File: src/rtl/coin_charger_pkg.sv
// Shared types and constants for the coin charger: state codes, key classes
// and parameter defaults.
package coin_charger_pkg;

   localparam int unsigned MAX_AMOUNT_DEF    = 20;
   localparam int unsigned TIME_PER_COIN_DEF = 45;
   localparam int unsigned TIMEOUT_DEF       = 10;

   localparam logic [3:0] KEY_NO_DIGIT = 4'hF;

   localparam logic [3:0] ST_IDLE   = 4'b0001;
   localparam logic [3:0] ST_ENTRY  = 4'b0010;
   localparam logic [3:0] ST_CHARGE = 4'b0100;
   localparam logic [3:0] ST_FINISH = 4'b1000;

   typedef enum logic [3:0] {
      S_IDLE   = ST_IDLE,
      S_ENTRY  = ST_ENTRY,
      S_CHARGE = ST_CHARGE,
      S_FINISH = ST_FINISH
   } state_e;

   typedef enum logic [2:0] {
      KC_NONE,
      KC_DIGIT,
      KC_START,
      KC_RESET,
      KC_OK
   } key_class_e;

endpackage

File: src/rtl/charge_controller_if.sv
// Keypad-scanner bundle consumed by the charge controller.
interface charge_controller_if;

   logic [3:0] key_data;
   logic       key_start;
   logic       key_reset;
   logic       key_ok;
   logic       key_idle;

   modport master (
      output key_data, key_start, key_reset, key_ok, key_idle
   );

   modport slave (
      input  key_data, key_start, key_reset, key_ok, key_idle
   );

endinterface

File: src/rtl/key_event_decoder.sv
// Turns the scanner's idle flag into one event per keypress and classifies
// the key with priority reset > start > ok > digit.
module key_event_decoder
   import coin_charger_pkg::*;
(
   input  logic                CLK,
   input  logic                rst_n,
   charge_controller_if.slave  keys,
   output logic                key_ev_o,
   output key_class_e          key_class_o,
   output logic [3:0]          digit_o
);

   logic idle_q;

   always_ff @(posedge CLK or negedge rst_n) begin
      if (!rst_n) idle_q <= 1'b1;
      else        idle_q <= keys.key_idle;
   end

   assign key_ev_o = idle_q & ~keys.key_idle;

   // Codes 10..14 with no control key fall through as KC_NONE.
   always_comb begin
      key_class_o = KC_NONE;
      digit_o     = KEY_NO_DIGIT;
      if (key_ev_o) begin
         if (keys.key_reset)             key_class_o = KC_RESET;
         else if (keys.key_start)        key_class_o = KC_START;
         else if (keys.key_ok)           key_class_o = KC_OK;
         else if (keys.key_data <= 4'd9) begin
            key_class_o = KC_DIGIT;
            digit_o     = keys.key_data;
         end
      end
   end

endmodule

File: src/rtl/charge_controller.sv
// Coin charger sequencer: amount-entry dialogue, entry timeout and
// tick-driven countdown of the granted charge time.
module charge_controller
   import coin_charger_pkg::*;
#(
   parameter int unsigned MAX_AMOUNT    = MAX_AMOUNT_DEF,
   parameter int unsigned TIME_PER_COIN = TIME_PER_COIN_DEF,
   parameter int unsigned TIMEOUT       = TIMEOUT_DEF
) (
   input  logic                CLK,
   input  logic                rst_n,
   input  logic                tick,
   charge_controller_if.slave  keys,
   output logic [4:0]          amount,
   output logic [9:0]          remain,
   output logic                charging,
   output logic                entering,
   output logic                done,
   output logic                error,
   output logic [3:0]          state_view
);

   localparam int unsigned TW = (TIMEOUT > 1) ? $clog2(TIMEOUT) : 1;
   localparam logic [TW-1:0] TMO_LAST = TW'(TIMEOUT - 1);
   localparam logic [8:0]    MAX_A9   = 9'(MAX_AMOUNT);
   localparam logic [9:0]    TPC10    = 10'(TIME_PER_COIN);

   if (MAX_AMOUNT * TIME_PER_COIN > 1023) begin : g_chk_remain_width
      $error("MAX_AMOUNT*TIME_PER_COIN exceeds the 10-bit remain counter");
   end
   if (MAX_AMOUNT > 31) begin : g_chk_amount_width
      $error("MAX_AMOUNT exceeds the 5-bit amount register");
   end
   if (TIMEOUT < 1) begin : g_chk_timeout
      $error("TIMEOUT must be at least 1");
   end

   logic       key_ev;
   key_class_e key_class;
   logic [3:0] digit;

   key_event_decoder u_dec (
      .CLK         (CLK),
      .rst_n       (rst_n),
      .keys        (keys),
      .key_ev_o    (key_ev),
      .key_class_o (key_class),
      .digit_o     (digit)
   );

   state_e        state_q,  state_d;
   logic [4:0]    amount_q, amount_d;
   logic [9:0]    remain_q, remain_d;
   logic [TW-1:0] tmo_q,    tmo_d;
   logic          error_q,  error_d;

   logic [8:0] cand;
   logic [9:0] prod;

   assign cand = ({4'b0, amount_q} * 9'd10) + {5'b0, digit};
   assign prod = {5'b0, amount_q} * TPC10;

   always_ff @(posedge CLK or negedge rst_n) begin
      if (!rst_n) begin
         state_q  <= S_IDLE;
         amount_q <= '0;
         remain_q <= '0;
         tmo_q    <= '0;
         error_q  <= 1'b0;
      end else begin
         state_q  <= state_d;
         amount_q <= amount_d;
         remain_q <= remain_d;
         tmo_q    <= tmo_d;
         error_q  <= error_d;
      end
   end

   always_comb begin
      state_d  = state_q;
      amount_d = amount_q;
      remain_d = remain_q;
      tmo_d    = tmo_q;
      error_d  = 1'b0;
      case (state_q)
         S_IDLE: begin
            amount_d = '0;
            remain_d = '0;
            if (key_class == KC_START) begin
               state_d = S_ENTRY;
               tmo_d   = '0;
            end
         end
         S_ENTRY: begin
            // Any key event, even an ignored one, restarts the timeout and
            // takes precedence over a coincident tick.
            if (key_ev) begin
               tmo_d = '0;
               case (key_class)
                  KC_DIGIT: begin
                     if (cand <= MAX_A9) amount_d = cand[4:0];
                     else                error_d  = 1'b1;
                  end
                  KC_RESET: amount_d = '0;
                  KC_OK: begin
                     if (amount_q == '0) begin
                        error_d = 1'b1;
                     end else begin
                        remain_d = prod;
                        state_d  = S_CHARGE;
                     end
                  end
                  default: ;
               endcase
            end else if (tick) begin
               if (tmo_q == TMO_LAST) begin
                  state_d  = S_IDLE;
                  amount_d = '0;
                  tmo_d    = '0;
               end else begin
                  tmo_d = tmo_q + 1'b1;
               end
            end
         end
         S_CHARGE: begin
            if (key_class == KC_RESET) begin
               state_d  = S_IDLE;
               amount_d = '0;
               remain_d = '0;
            end else if (tick) begin
               if (remain_q == 10'd1) begin
                  remain_d = '0;
                  state_d  = S_FINISH;
               end else begin
                  remain_d = remain_q - 10'd1;
               end
            end
         end
         S_FINISH: begin
            state_d  = S_IDLE;
            amount_d = '0;
            remain_d = '0;
         end
         default: begin
            state_d  = S_IDLE;
            amount_d = '0;
            remain_d = '0;
            tmo_d    = '0;
         end
      endcase
   end

   assign amount     = amount_q;
   assign remain     = remain_q;
   assign charging   = (state_q == S_CHARGE);
   assign entering   = (state_q == S_ENTRY);
   assign done       = (state_q == S_FINISH);
   assign error      = error_q;
   assign state_view = state_q;

endmodule

File: src/flat_wrapper.sv
// flat-port wrapper written by rule: the top's interface ports become plain ports
module charge_controller_flat import coin_charger_pkg::*;
#(
   parameter int unsigned MAX_AMOUNT    = MAX_AMOUNT_DEF,
   parameter int unsigned TIME_PER_COIN = TIME_PER_COIN_DEF,
   parameter int unsigned TIMEOUT       = TIMEOUT_DEF
)
  (CLK, rst_n, tick, amount, remain, charging, entering, done, error, state_view, keys_key_data, keys_key_start, keys_key_reset, keys_key_ok, keys_key_idle);
  charge_controller_if keys_i ();
  input  logic CLK;
  input  logic rst_n;
  input  logic tick;
  output logic [4:0] amount;
  output logic [9:0] remain;
  output logic charging;
  output logic entering;
  output logic done;
  output logic error;
  output logic [3:0] state_view;
  input wire logic [$bits(keys_i.key_data)-1:0] keys_key_data;
  input wire logic [$bits(keys_i.key_start)-1:0] keys_key_start;
  input wire logic [$bits(keys_i.key_reset)-1:0] keys_key_reset;
  input wire logic [$bits(keys_i.key_ok)-1:0] keys_key_ok;
  input wire logic [$bits(keys_i.key_idle)-1:0] keys_key_idle;
  assign keys_i.key_data = keys_key_data;
  assign keys_i.key_start = keys_key_start;
  assign keys_i.key_reset = keys_key_reset;
  assign keys_i.key_ok = keys_key_ok;
  assign keys_i.key_idle = keys_key_idle;
  charge_controller #(.MAX_AMOUNT(MAX_AMOUNT), .TIME_PER_COIN(TIME_PER_COIN), .TIMEOUT(TIMEOUT)) u_core (.CLK(CLK), .rst_n(rst_n), .tick(tick), .keys(keys_i), .amount(amount), .remain(remain), .charging(charging), .entering(entering), .done(done), .error(error), .state_view(state_view));
endmodule
File: config.mk
export PLATFORM = sky130hd
export DESIGN_NAME = charge_controller_flat
export DESIGN_NICKNAME = d
export VERILOG_FILES = /design/src/rtl/coin_charger_pkg.sv /design/src/rtl/charge_controller_if.sv /design/src/rtl/key_event_decoder.sv /design/src/rtl/charge_controller.sv /design/src/flat_wrapper.sv
export SDC_FILE = /design/constraint.sdc
export NUM_CORES = 1
export LEC_CHECK = 0
export CELL_PAD_IN_SITES_DETAIL_PLACEMENT = 0
export CELL_PAD_IN_SITES_GLOBAL_PLACEMENT = 1
export CORE_UTILIZATION = 47
export CTS_BUF_LIST = sky130_fd_sc_hd__clkbuf_2
export DETAILED_ROUTE_END_ITERATION = 10
export PLACE_DENSITY = 0.95
export SETUP_SLACK_MARGIN = 0.1
export SYNTH_ARGS = -nofsm -noshare
export SYNTH_HDL_FRONTEND = slang
export SYNTH_SLANG_ARGS = --single-unit
File: constraint.sdc
create_clock -name CLK -period 7.5 [get_ports CLK]
set_input_delay 1.875 -clock CLK [delete_from_list [all_inputs] [get_ports CLK]]
set_output_delay 1.875 -clock CLK [all_outputs]
set_load 0.02 [all_outputs]
## Word level (Yosys, flattened, before mapping)

Index checks and enable logic that the tools add are counted.

- Output and inout port bits: 23
- Bits of input ports: 11
- Register bits after elaboration: 25
- Logic and storage cells: 89

- Order comparisons: 2
- Multiply operators: 2
- Bitwise operators: 3
- Add/subtract/negate cells: 3
- Equality and inequality tests: 23
- Muxes and demuxes: 44
- Reduce and logical (&&, ||, !) cells: 6

Operators with widths:

| cell | count |
|---|---|
| 4-bit two-way mux | 18 |
| 10-bit two-way mux | 6 |
| 5-bit two-way mux | 5 |
| 4-bit one-hot mux with 3 select lines | 2 |
| 10-bit one-hot mux with 2 select lines | 1 |
| 5-bit one-hot mux with 2 select lines | 2 |
| 3-bit two-way mux | 4 |
| 10-bit by 1-bit equality test with 1-bit output, second input constant | 1 |
| 5-bit by 6-bit multiplier with 10-bit output, second input constant | 1 |
| 10-bit by 1-bit subtractor with 10-bit output, second input constant | 1 |
| 9-bit by 4-bit adder with 9-bit output | 1 |
| 9-bit by 5-bit <= comparator with 1-bit output, second input constant | 1 |
| 4-bit equality test, second input constant | 2 |
| 5-bit by 3-bit multiplier with 8-bit output, second input constant | 1 |
| 2-bit by 1-bit inequality test with 1-bit output, second input constant | 4 |
| 4-bit inequality test, second input constant | 2 |
| 7-bit AND reduction | 1 |
| 3-bit by 2-bit equality test with 1-bit output, second input constant | 2 |
| 3-bit by 1-bit inequality test with 1-bit output, second input constant | 2 |
| 3-bit by 2-bit inequality test with 1-bit output, second input constant | 2 |
| 3-bit inequality test, second input constant | 2 |
| 5-bit logical NOT | 1 |
| 1-bit two-way mux | 5 |
| 5-bit AND reduction | 1 |
| other kinds (14) | 15 |

## Longest topological paths before layout

Gate-level depths: netlist of the first run.

- Depth in word-level cells: 12
- Mapped depth: 14

## Hierarchy

A second synthesis of the first run with hierarchy kept.

- Cell total of the unflattened synthesis: 273
- Area total of the unflattened synthesis: 2468.6 um^2

Modules (own cells, without submodules):

| module | cells an instance | instances | sequential area each (um^2) | area each (um^2) |
|---|---|---|---|---|
| charge_controller | 261 | 1 | 601.8 | 2332.2 |
| key_event_decoder | 12 | 1 | 26.3 | 136.4 |

## Worst setup path before layout of the first run

No wires, ideal clock.

- Kind: input to register
- Start: in keys_key_data[1]
- End: reg u_core.amount_q[2] (netlist: u_core.amount[2])
- Path buffers: 0
- Stages on the path: 11
- Setup slack: 3043 ps
- Arrival time: 4336 ps
- Library setup time: 121 ps
- Data required time: 7379 ps
- Cells stage by stage: o21a_1 -> nor3_1 -> nand2_1 -> or2_2 -> ha_1 -> fa_1 -> xor2_1 -> a21o_1 -> a221oi_2 -> o31ai_2 -> a22o_1

- Cells in the longest elaborated chain, start to end: 11

RTL lines:

| element | RTL line | RTL |
|---|---|---|
| start: declaration | flat_wrapper.sv:20 | `input wire logic [$bits(keys_i.key_data)-1:0] keys_key_data;` |
| branches (longest 11 deep; another with 9-bit by 4-bit adder with 9-bit output) | -- |  |
| end signal: assignment | charge_controller.sv:72 | `amount_q <= amount_d;` |
| end: declaration | charge_controller.sv:52 | `logic [4:0] amount_q, amount_d;` |

Several ways; the timed one is not identified. The select of a mux whose other input is x is not followed.
A chain may end at the register's enable or synchronous reset.

## Worst setup path in the final report of the first run

- Start: in keys_key_data[1]
- End: reg u_core.amount_q[4] (netlist: u_core.amount[4])

The elaborated chain is that of the path after synthesis.

==> flow_metrics.env, run 1 <==
export IMPL_status="complete, no violations"
export IMPL_min_path_cells=1
export IMPL_endpoint_kind="flip-flop"
export IMPL_clock_latency_ns=0.34
export IMPL_cp_slowest_stage_delay_ns=0.43
export IMPL_crit_family="compound AO/OA/AOI/OAI gates"
export IMPL_crit_required_ns=7.75
export IMPL_syn2layout_area_growth_pct=17.81
export IMPL_yosys_area_top_type_share_pct=24.31
export IMPL_num_io_pins=34
export IMPL_reg2reg_to="u_core.remain[9]$_DFFE_PN0P_"
export IMPL_holdCritStartpoint="u_core.tmo_q[3]$_DFFE_PN0P_"
export IMPL_port_buffers=33
export IMPL_cp_slowest_cell="fa_1"
export IMPL_tns_ns=0
export IMPL_grt_setup_unrepaired="no"
export IMPL_final_core_util_pct=58.27
export IMPL_whs_endpoint="u_core.tmo_q[3]$_DFFE_PN0P_"
export IMPL_clk_path_buf_depth=2
export IMPL_mostFrequentLayoutCells="clkdlybuf4s50_1 (33), ha_1 (30), inv_1 (25)"
export IMPL_power_density_nw_per_um2=146.7
export IMPL_cts_resized=0
export IMPL_final_common_cell="clkdlybuf4s50_1"
export IMPL_startpoint_type="primary input"
export IMPL_netlist_area_sq_um=2367
export IMPL_drive_gt1_share_pct=9.459
export IMPL_p_leak_nw=1.293
export IMPL_synthFlopType="dfrtp_1"
export IMPL_path_max_fanout=5
export IMPL_vias_per_cell=5.537
export IMPL_ys_seq_area_share_pct=26.53
export IMPL_numCtsBuffers=3
export IMPL_routabilityCongestion=0.8150
export IMPL_start_util_pct=49.46
export IMPL_drc=0
export IMPL_syn_avg_cell_area_sq_um=9.070
export IMPL_ir_worst_vdd_mv=0.08154
export IMPL_cp_arrival_ns=5.07
export IMPL_async_flop_share_pct=100.0
export IMPL_finalHoldViolations=0
export IMPL_period_share_pct=64.24
export IMPL_ant_nets=0
export IMPL_yosysTopAreaCell="dfrtp_1"
export IMPL_cts_root_buf="clkbuf_2"
export IMPL_slew_headroom_pct=54.32
export IMPL_path_class="primary input to flip-flop"
export IMPL_r2r_slack_ns=3.99
export IMPL_synth_area_leaders="dfrtp_1 (24%), ha_1 (16%), fa_1 (4.2%)"
export IMPL_syn_instance_count=261
export IMPL_post_drt_wl_per_cell_um=13.95
export IMPL_final_max_slew_viol_count=0
export IMPL_finalWirelength_um=5064
export IMPL_r2r_start="u_core.amount[3]$_DFFE_PN0P_"
export IMPL_post_cts_buffers=0
export IMPL_max_freq_ghz=0.2076
export IMPL_dr_pass1_iters=4
export IMPL_die_area_sq_um=5325
export IMPL_htree_levels=1
export IMPL_dp_hpwl_um=4112
export IMPL_yosys_cell_types_count=61
export IMPL_hold_class="flip-flop to flip-flop"
export IMPL_cts_sinks=25
export IMPL_num_vias=2010
export IMPL_coreArea_sq_um=4786
export IMPL_cp_num_cells=12
export IMPL_hold_buffers=0
export IMPL_cap_violations=0
export IMPL_finalNetCount=343
export IMPL_finalClockSkew_ns=0.01266
export IMPL_ys_warn_count=0
export IMPL_cp_cell_sequence="clkdlybuf4s50_1 > o21a_1 > nor3_1 > nand2_1 > or2_2 > ha_1 > fa_1 > xor2_1 > a21o_1 > a221oi_2 > o31ai_2 > a22o_1"
export IMPL_n_antenna_cell=0
export IMPL_rows=25
export IMPL_ys_ff_latch=25
export IMPL_setup_viol=0
export IMPL_initialDrtViolationCount=157
export IMPL_grt_overflow=0
export IMPL_cp_num_buf_inv=1
export IMPL_path_clk_slew_ns=0.22
export IMPL_syn_nets=307
export IMPL_min_period_ns=4.818
export IMPL_grt_pass1_vias=1866
export IMPL_tightest_slew_ns=0.6827
export IMPL_grt_start_max_net_pins=26
export IMPL_cts_tree="yes"
export IMPL_die_y_um=72.97
export IMPL_grt_usage_pct=20.57
export IMPL_reg2regPathDepth=14
export IMPL_synth_enable_flop_cells=0
export IMPL_grt_first_pass_wirelength_um=8631
export IMPL_die_w_um=72.97
export IMPL_grt_antenna_before_repair=0
-- worst max path at each step --
stage | from | endpoint | slack, ns
detailed placement | keys_key_data[1] | u_core.amount[4]$_DFFE_PN0P_ | 2.30
CTS | keys_key_data[1] | u_core.amount[4]$_DFFE_PN0P_ | 2.68
floorplan | keys_key_data[1] | u_core.amount[2]$_DFFE_PN0P_ | 3.04
global route | keys_key_data[1] | u_core.amount[3]$_DFFE_PN0P_ | 2.52
finish | keys_key_data[1] | u_core.amount[4]$_DFFE_PN0P_ | 2.68
global placement | keys_key_data[1] | u_core.amount[4]$_DFFE_PN0P_ | 2.42
-- cell type report --
type                       count  area (sq um)
timing repair buffer          34         337.8
clock buffer                   4         20.02
fill                         425          1997
multi-input combinational    206          1612
sequential                    25         628.1
inverter                      27         107.6
tap                           67         83.83
-- synthesized netlist by cell type (2+ instances only) --
cell type  count
nand3_1        8
a21oi_1        6
xnor2_1        3
o21ai_1        5
a41o_1         3
o31ai_2        2
nand4_1        2
nor3_1         7
fa_1           5
nand2_1       24
nor2_1        13
or3_1          3
or2_2          2
o31ai_1        2
dfrtp_1       23
a31oi_1        3
o32ai_1        4
nor4b_2        2
o21ai_0       16
xor2_1         5
nand3b_1       2
or4b_1         2
a22o_1         8
ha_1          30
o22ai_1        3
dfstp_2        2
nand2_2        3
inv_1         25
nor4_1         2
o21a_1         2
nand2b_1       6
nor2b_1        3
a21o_1         7
-- registers in the layout, indices dropped and copies added (netlist names) --
register	cells
u_core.remain	10
u_core.amount	5
u_core.u_dec.idle_q	1
u_core.error	1
u_core.state_view	4
u_core.tmo_q	4
-- layer usage --
metal	up-vias	track usage (%)	routed length, um
li1	1027	-	-
met1	942	29.44	2529
met2	39	34.27	2372
met3	2	2.486	146
met4	0	2.614	17
met5	-	0	0
-- stage by stage --
stage	area [sq um]	power (mW)	hold WS [ns]	setup slack, ns	std cells
after floorplan	2367	0.3064	0.4659	3.043	261
after global placement	2769	0.3583	0.4932	2.421	359
after detailed placement	2769	0.3594	0.4943	2.300	359
after CTS	2789	0.4117	0.5175	2.684	363
after global routing	2789	0.4396	0.5581	2.520	363
final	2789	0.4092	0.5189	2.682	363
-- power breakdown --
part	total (mW)	leakage [nW]	switching [mW]	internal, mW
clock network	0.0516	0.0166	0.0375	0.0141
logic	0.191	0.936	0.113	0.0776
registers	0.167	0.340	0.0181	0.148
-- kinds of logic (layout without fill, tap and decap cells) --
logic type,after synthesis,count (layout),synth area share (%)
buffers and inverters,30,65,5.391
muxes,1,1,0.4228
and+or+nand+nor,90,90,22.09
adders and majority gates,35,35,20.08
xor gates and xnor gates,8,8,2.960
AOI/OAI and AO/OA,72,72,22.52
DFF,25,25,26.53
Note: power is estimated with default switching activity, not from simulation.
==> inputs of run 2 (changes only) <==
Settings changed: CORE_UTILIZATION 47 to 43, PLACE_DENSITY 0.95 to 0.89.
Clock period 7.5 ns to 4.9 ns, I/O delays scaled along.
==> run 2 against run 1 <==
  * Sequential share of layout area is essentially flat
  * Count of clock-buffer cells in the layout shrank 1
  * Hold slack gained 0.0022 ns
  * Critical path type unchanged
  * Critical endpoint unchanged
  * Largest cell class unchanged
  * Largest power group unchanged
==> flow_metrics.env, run 2 (same netlist as run 1, synthesis figures left out) <==
export IMPL_status="complete, no violations"
export IMPL_grt_setup_unrepaired="no"
export IMPL_fin_cells=365
export IMPL_setup_viol=0
export IMPL_finalClockSkew_ns=0.03276
export IMPL_p_switching_mw=0.2675
export IMPL_min_period_ns=4.153
export IMPL_hold_class="flip-flop to flip-flop"
export IMPL_grt_antenna_before_repair=0
export IMPL_path_max_fanout=5
export IMPL_p_comb_share_pct=46.6
export IMPL_power_density_nw_per_um2=226.9
export IMPL_cp_slowest_stage_delay_ns=0.49
export IMPL_grt_start_max_net_pins=26
export IMPL_start_util_pct=45.48
export IMPL_drive_gt1_share_pct=9.153
export IMPL_preCtsSetupSlack_ns=0.3682
export IMPL_post_drt_wl_per_cell_um=14.68
export IMPL_die_y_um=76.20
export IMPL_clk_path_buf_depth=2
export IMPL_internal_power_mw=0.3651
export IMPL_r2r_start="u_core.amount[3]$_DFFE_PN0P_"
export IMPL_finalWirelength_um=5358
export IMPL_startpoint_type="primary input"
export IMPL_cp_arrival_ns=4.41
export IMPL_tightest_slew_ns=1.106
export IMPL_ant_nets=0
export IMPL_die_area_sq_um=5806
export IMPL_p_clk_share_pct=13.0
export IMPL_syn2layout_area_growth_pct=17.76
export IMPL_max_freq_ghz=0.2408
export IMPL_cts_root_buf="clkbuf_2"
export IMPL_cp_cell_sequence="clkdlybuf4s50_1 > nand2b_1 > nor2_1 > nand2_1 > or2_2 > ha_1 > fa_1 > xor2_1 > a21o_1 > a221oi_2 > o31ai_2 > a22o_1"
export IMPL_largest_register_ffs=10
export IMPL_n_antenna_cell=0
export IMPL_coreArea_sq_um=5205
export IMPL_slew_headroom_pct=26.01
export IMPL_grt_overflow=0
export IMPL_dr_pass1_iters=4
export IMPL_post_cts_buffers=0
export IMPL_num_vias=2059
export IMPL_port_buffers=33
export IMPL_mostFrequentLayoutCells="clkdlybuf4s50_1 (33), ha_1 (30), inv_1 (25)"
export IMPL_cts_tree="yes"
export IMPL_ir_worst_vdd_mv=0.1600
export IMPL_setup_ws_ns=0.7467
export IMPL_initialDrtViolationCount=78
export IMPL_path_clk_slew_ns=0.26
export IMPL_routabilityCongestion=0.7957
export IMPL_cts_sinks=25
export IMPL_htree_levels=1
export IMPL_grt_usage_pct=19.76
export IMPL_cp_num_buf_inv=1
export IMPL_switching_share_pct=42.28
export IMPL_tns_ns=0
export IMPL_holdWs_ns=0.5211
export IMPL_clock_latency_ns=0.36
export IMPL_grt_first_pass_wirelength_um=9432
export IMPL_crit_family="compound AO/OA/AOI/OAI gates"
export IMPL_multi_input_area_sq_um=1612
export IMPL_crit_required_ns=5.15
export IMPL_endpoint_kind="flip-flop"
export IMPL_fillers=486
export IMPL_dpl_cell_count=361
export IMPL_p_leak_nw=1.284
export IMPL_finalNetCount=342
export IMPL_die_w_um=76.20
export IMPL_r2r_slack_ns=1.32
export IMPL_period_share_pct=84.76
export IMPL_holdCritStartpoint="u_core.tmo_q[3]$_DFFE_PN0P_"
export IMPL_hold_buffers=0
export IMPL_numCtsBuffers=3
export IMPL_dp_hpwl_um=4311
export IMPL_finalHoldViolations=0
export IMPL_final_seq_area_sq_um=628.1
export IMPL_vias_per_cell=5.641
export IMPL_final_core_util_pct=53.56
export IMPL_cap_violations=0
export IMPL_rows=26
export IMPL_seqPwrFrac_pct=40.4
export IMPL_cts_resized=0
export IMPL_drc=0
export IMPL_setup_worst_path_start="keys_key_idle"
export IMPL_path_class="primary input to flip-flop"
export IMPL_final_common_cell="clkdlybuf4s50_1"
export IMPL_grt_pass1_vias=1984
export IMPL_num_io_pins=34
export IMPL_final_max_slew_viol_count=0
export IMPL_cp_slowest_cell="clkdlybuf4s50_1"
[run 2: changes by cell type in the layout (fill, tap and decap cells not counted)]
cell        change
buf_4           -1
clkbuf_2        -1
clkinvlp_4      +1
[run 2: final cells by class]
| type | count | share of cell area (%) |
|---|---|---|
| sequential | 25 | 22.53 |
| clock buffer | 3 | 0.5386 |
| timing repair buffer | 33 | 11.85 |
| inverter | 27 | 3.860 |
| clock inverter | 1 | 0.2693 |
| multi-input combinational | 206 | 57.81 |
| tap | 70 | 3.142 |
[run 2: worst reg2reg max path, stage by stage (launching register included)]
cell and delay, ns:
dfrtp_1 0.58, inv_1 0.11, ha_1 0.29, ha_1 0.27, inv_1 0.05, fa_1 0.50
inv_1 0.04, ha_1 0.33, nor2b_1 0.15, o21ai_0 0.20, a21boi_0 0.16, o21a_1 0.20
or3_1 0.31, a31oi_1 0.17, o21ai_0 0.10
[run 2: layer usage]
metal  vias up  GRT usage, %  routed length, um  share of wire [%]
li1       1030             -                  -                  -
met2        60         31.91               2410                 45
met4         0         4.038                 44               0.82
met1       965         28.66               2682                 50
met3         4         2.036                221                4.1
met5         -             0                  0                  0
[run 2: path summary, 6_finish.rpt]
| kind | to | cells after the start |
|---|---|---|
| min in group asynchronous | u_core.remain[0]$_DFFE_PN0P_ | 1 |
| hold / removal | u_core.tmo_q[3]$_DFFE_PN0P_ | 1 |
| max in group asynchronous | u_core.amount[4]$_DFFE_PN0P_ | 1 |
| hold reg to reg | u_core.tmo_q[3]$_DFFE_PN0P_ | 1 |
| setup / recovery | u_core.amount[4]$_DFFE_PN0P_ | 12 |
| setup reg to reg | u_core.remain[9]$_DFFE_PN0P_ | 14 |
[run 2: power by group through the flow]
| stage | Combinational [mW] | Clock, mW | Sequential, mW |
|---|---|---|---|
| final | 0.295 | 0.0823 | 0.256 |
| after global routing | 0.328 | 0.0939 | 0.262 |
| after CTS | 0.295 | 0.0865 | 0.256 |
| after detailed placement | 0.293 | 0 | 0.259 |
| after global placement | 0.290 | 0 | 0.259 |
| after floorplan | 0.201 | 0 | 0.268 |
[run 2: stage by stage]
step                power, mW  area [sq um]
floorplan              0.4690          2367
global route           0.6837          2788
detailed placement     0.5524          2765
global placement       0.5484          2765
finish                 0.6326          2788
CTS                    0.6369          2788
==> inputs of run 3 (changes only) <==
Clock period 4.9 ns to 4.21 ns, I/O delays scaled along.
==> run 3 against run 2 <==
  * Die area is the same
  * Count of clock-buffer cells in the layout grew 1
  * Via count is essentially flat
==> flow_metrics.env, run 3 (same netlist as run 1, synthesis figures left out) <==
export IMPL_clk_path_buf_depth=2
export IMPL_num_io_pins=34
export IMPL_final_core_util_pct=54.66
export IMPL_mostFrequentLayoutCells="clkdlybuf4s50_1 (33), ha_1 (30), inv_1 (25)"
export IMPL_finalWirelength_um=5300
export IMPL_startpoint_type="primary input"
export IMPL_finalHoldViolations=0
export IMPL_path_class="primary input to flip-flop"
export IMPL_setup_viol=0
export IMPL_grt_usage_pct=19.58
export IMPL_htree_levels=1
export IMPL_cap_violations=0
export IMPL_min_period_ns=3.758
export IMPL_tightest_slew_ns=1.079
export IMPL_dr_pass1_iters=4
export IMPL_setup_ws_ns=0.4524
export IMPL_tns_ns=0
export IMPL_hold_class="flip-flop to flip-flop"
export IMPL_finalNetCount=350
export IMPL_path_max_fanout=5
export IMPL_final_max_slew_viol_count=0
export IMPL_drc=0
export IMPL_switching_share_pct=41.55
export IMPL_grt_start_max_net_pins=25
export IMPL_busiest_layer="met2"
export IMPL_p_leak_nw=1.326
export IMPL_power_density_nw_per_um2=259.2
export IMPL_clock_latency_ns=0.33
export IMPL_grt_antenna_before_repair=0
export IMPL_final_common_cell="clkdlybuf4s50_1"
export IMPL_post_drt_wl_per_cell_um=14.21
export IMPL_p_clk_share_pct=13.0
export IMPL_seqPwrFrac_pct=40.3
export IMPL_n_antenna_cell=0
export IMPL_die_area_sq_um=5806
export IMPL_syn2layout_area_growth_pct=20.19
export IMPL_p_comb_share_pct=46.7
export IMPL_path_clk_slew_ns=0.23
export IMPL_grt_first_pass_wirelength_um=9473
export IMPL_cts_sinks=25
export IMPL_hold_buffers=0
export IMPL_grtUsageMet3_pct=2.036
export IMPL_fillers=491
export IMPL_rows=26
export IMPL_ir_worst_vdd_mv=0.1381
export IMPL_post_cts_buffers=0
export IMPL_die_w_um=76.20
export IMPL_port_buffers=33
export IMPL_period_share_pct=89.25
export IMPL_initialDrtViolationCount=105
export IMPL_slew_headroom_pct=27.86
export IMPL_ant_nets=0
export IMPL_grt_setup_unrepaired="no"
export IMPL_cp_arrival_ns=4.02
export IMPL_fin_cells=373
export IMPL_p_switching_mw=0.3065
export IMPL_met2_usage_pct=31.73
export IMPL_vias_per_cell=5.523
export IMPL_largest_register_ffs=10
export IMPL_endpoint_kind="flip-flop"
export IMPL_routabilityCongestion=0.7951
export IMPL_dpl_cell_count=369
export IMPL_dp_hpwl_um=4235
export IMPL_die_y_um=76.20
export IMPL_use_met1_pct=28.10
export IMPL_coreArea_sq_um=5205
export IMPL_max_freq_ghz=0.2661
export IMPL_drive_gt1_share_pct=11.55
export IMPL_cts_tree="yes"
export IMPL_grt_overflow=0
export IMPL_num_vias=2060
export IMPL_internal_power_mw=0.4311
export IMPL_crit_required_ns=4.47
export IMPL_finalClockSkew_ns=0.002113
export IMPL_power_mw=0.7376
export IMPL_numCtsBuffers=3
export IMPL_start_util_pct=45.48
export IMPL_preCtsSetupSlack_ns=0.07155
export IMPL_grt_pass1_vias=2057
export IMPL_status="complete, no violations"
export IMPL_cts_resized=0
export IMPL_cts_root_buf="clkbuf_2"
## run 3: cell count changes in the layout (fill, tap and decap cells not counted), sizes merged
cell      delta
clkinvlp     -1
clkbuf       +1
buf          +8
## run 3: cell type report
type / instances / area, sq um / share of cell area, %
clock buffers: 4 / 20.02 / 0.7036
multi-input cells: 206 / 1612 / 56.64
inverters: 27 / 107.6 / 3.782
repair buffers: 41 / 390.4 / 13.72
well taps: 70 / 87.58 / 3.078
flip-flops and latches: 25 / 628.1 / 22.08
## run 3: critical path: stages
cell,delay [ns]
clkdlybuf4s50_1,0.41
o21a_1,0.19
nor3_1,0.19
nand2_1,0.11
or2_2,0.28
ha_1,0.21
fa_1,0.44
xor2_1,0.18
a21o_1,0.17
a221oi_2,0.39
o31ai_2,0.14
a22o_1,0.26
## run 3: path summary, 6_finish.rpt
kind	startpoint	end	slack [ns]	cells after the start
max	keys_key_data[1]	u_core.amount[4]$_DFFE_PN0P_	0.45	12
min	u_core.tmo_q[3]$_DFFE_PN0P_	u_core.tmo_q[3]$_DFFE_PN0P_	0.53	1
max reg2reg	u_core.amount[3]$_DFFE_PN0P_	u_core.remain[9]$_DFFE_PN0P_	0.67	14
min reg2reg	u_core.tmo_q[3]$_DFFE_PN0P_	u_core.tmo_q[3]$_DFFE_PN0P_	0.53	1
max in group asynchronous	rst_n	u_core.state_view[0]$_DFFE_PN1P_	2.23	2
min in group asynchronous	rst_n	u_core.remain[7]$_DFFE_PN0P_	1.26	1
## run 3: power groups by stage
| stage | combinational (mW) | clock, mW | sequential, mW |
|---|---|---|---|
| 6_report | 0.344 | 0.0958 | 0.298 |
| 5_1_grt | 0.384 | 0.112 | 0.303 |
| 4_1_cts | 0.344 | 0.0986 | 0.297 |
| 3_5_place_dp | 0.342 | 0 | 0.301 |
| 3_3_place_gp | 0.341 | 0 | 0.301 |
| 2_1_floorplan | 0.234 | 0 | 0.312 |
## run 3: through the flow
| stage | area (sq um) | hold slack, ns |
|---|---|---|
| floorplan | 2367 | 0.4659 |
| global placement | 2825 | 0.4952 |
| detailed placement | 2825 | 0.5010 |
| CTS | 2845 | 0.5290 |
| global route | 2845 | 0.5656 |
| finish | 2845 | 0.5269 |
## run 3: per-layer routing
| layer | routed length, um | vias to the layer above | part of all wire (%) |
|---|---|---|---|
| met5 | 0 | - | 0 |
| met4 | 44 | 0 | 0.83 |
| met1 | 2730 | 973 | 52 |
| met2 | 2372 | 40 | 45 |
| li1 | - | 1043 | - |
| met3 | 152 | 4 | 2.9 |
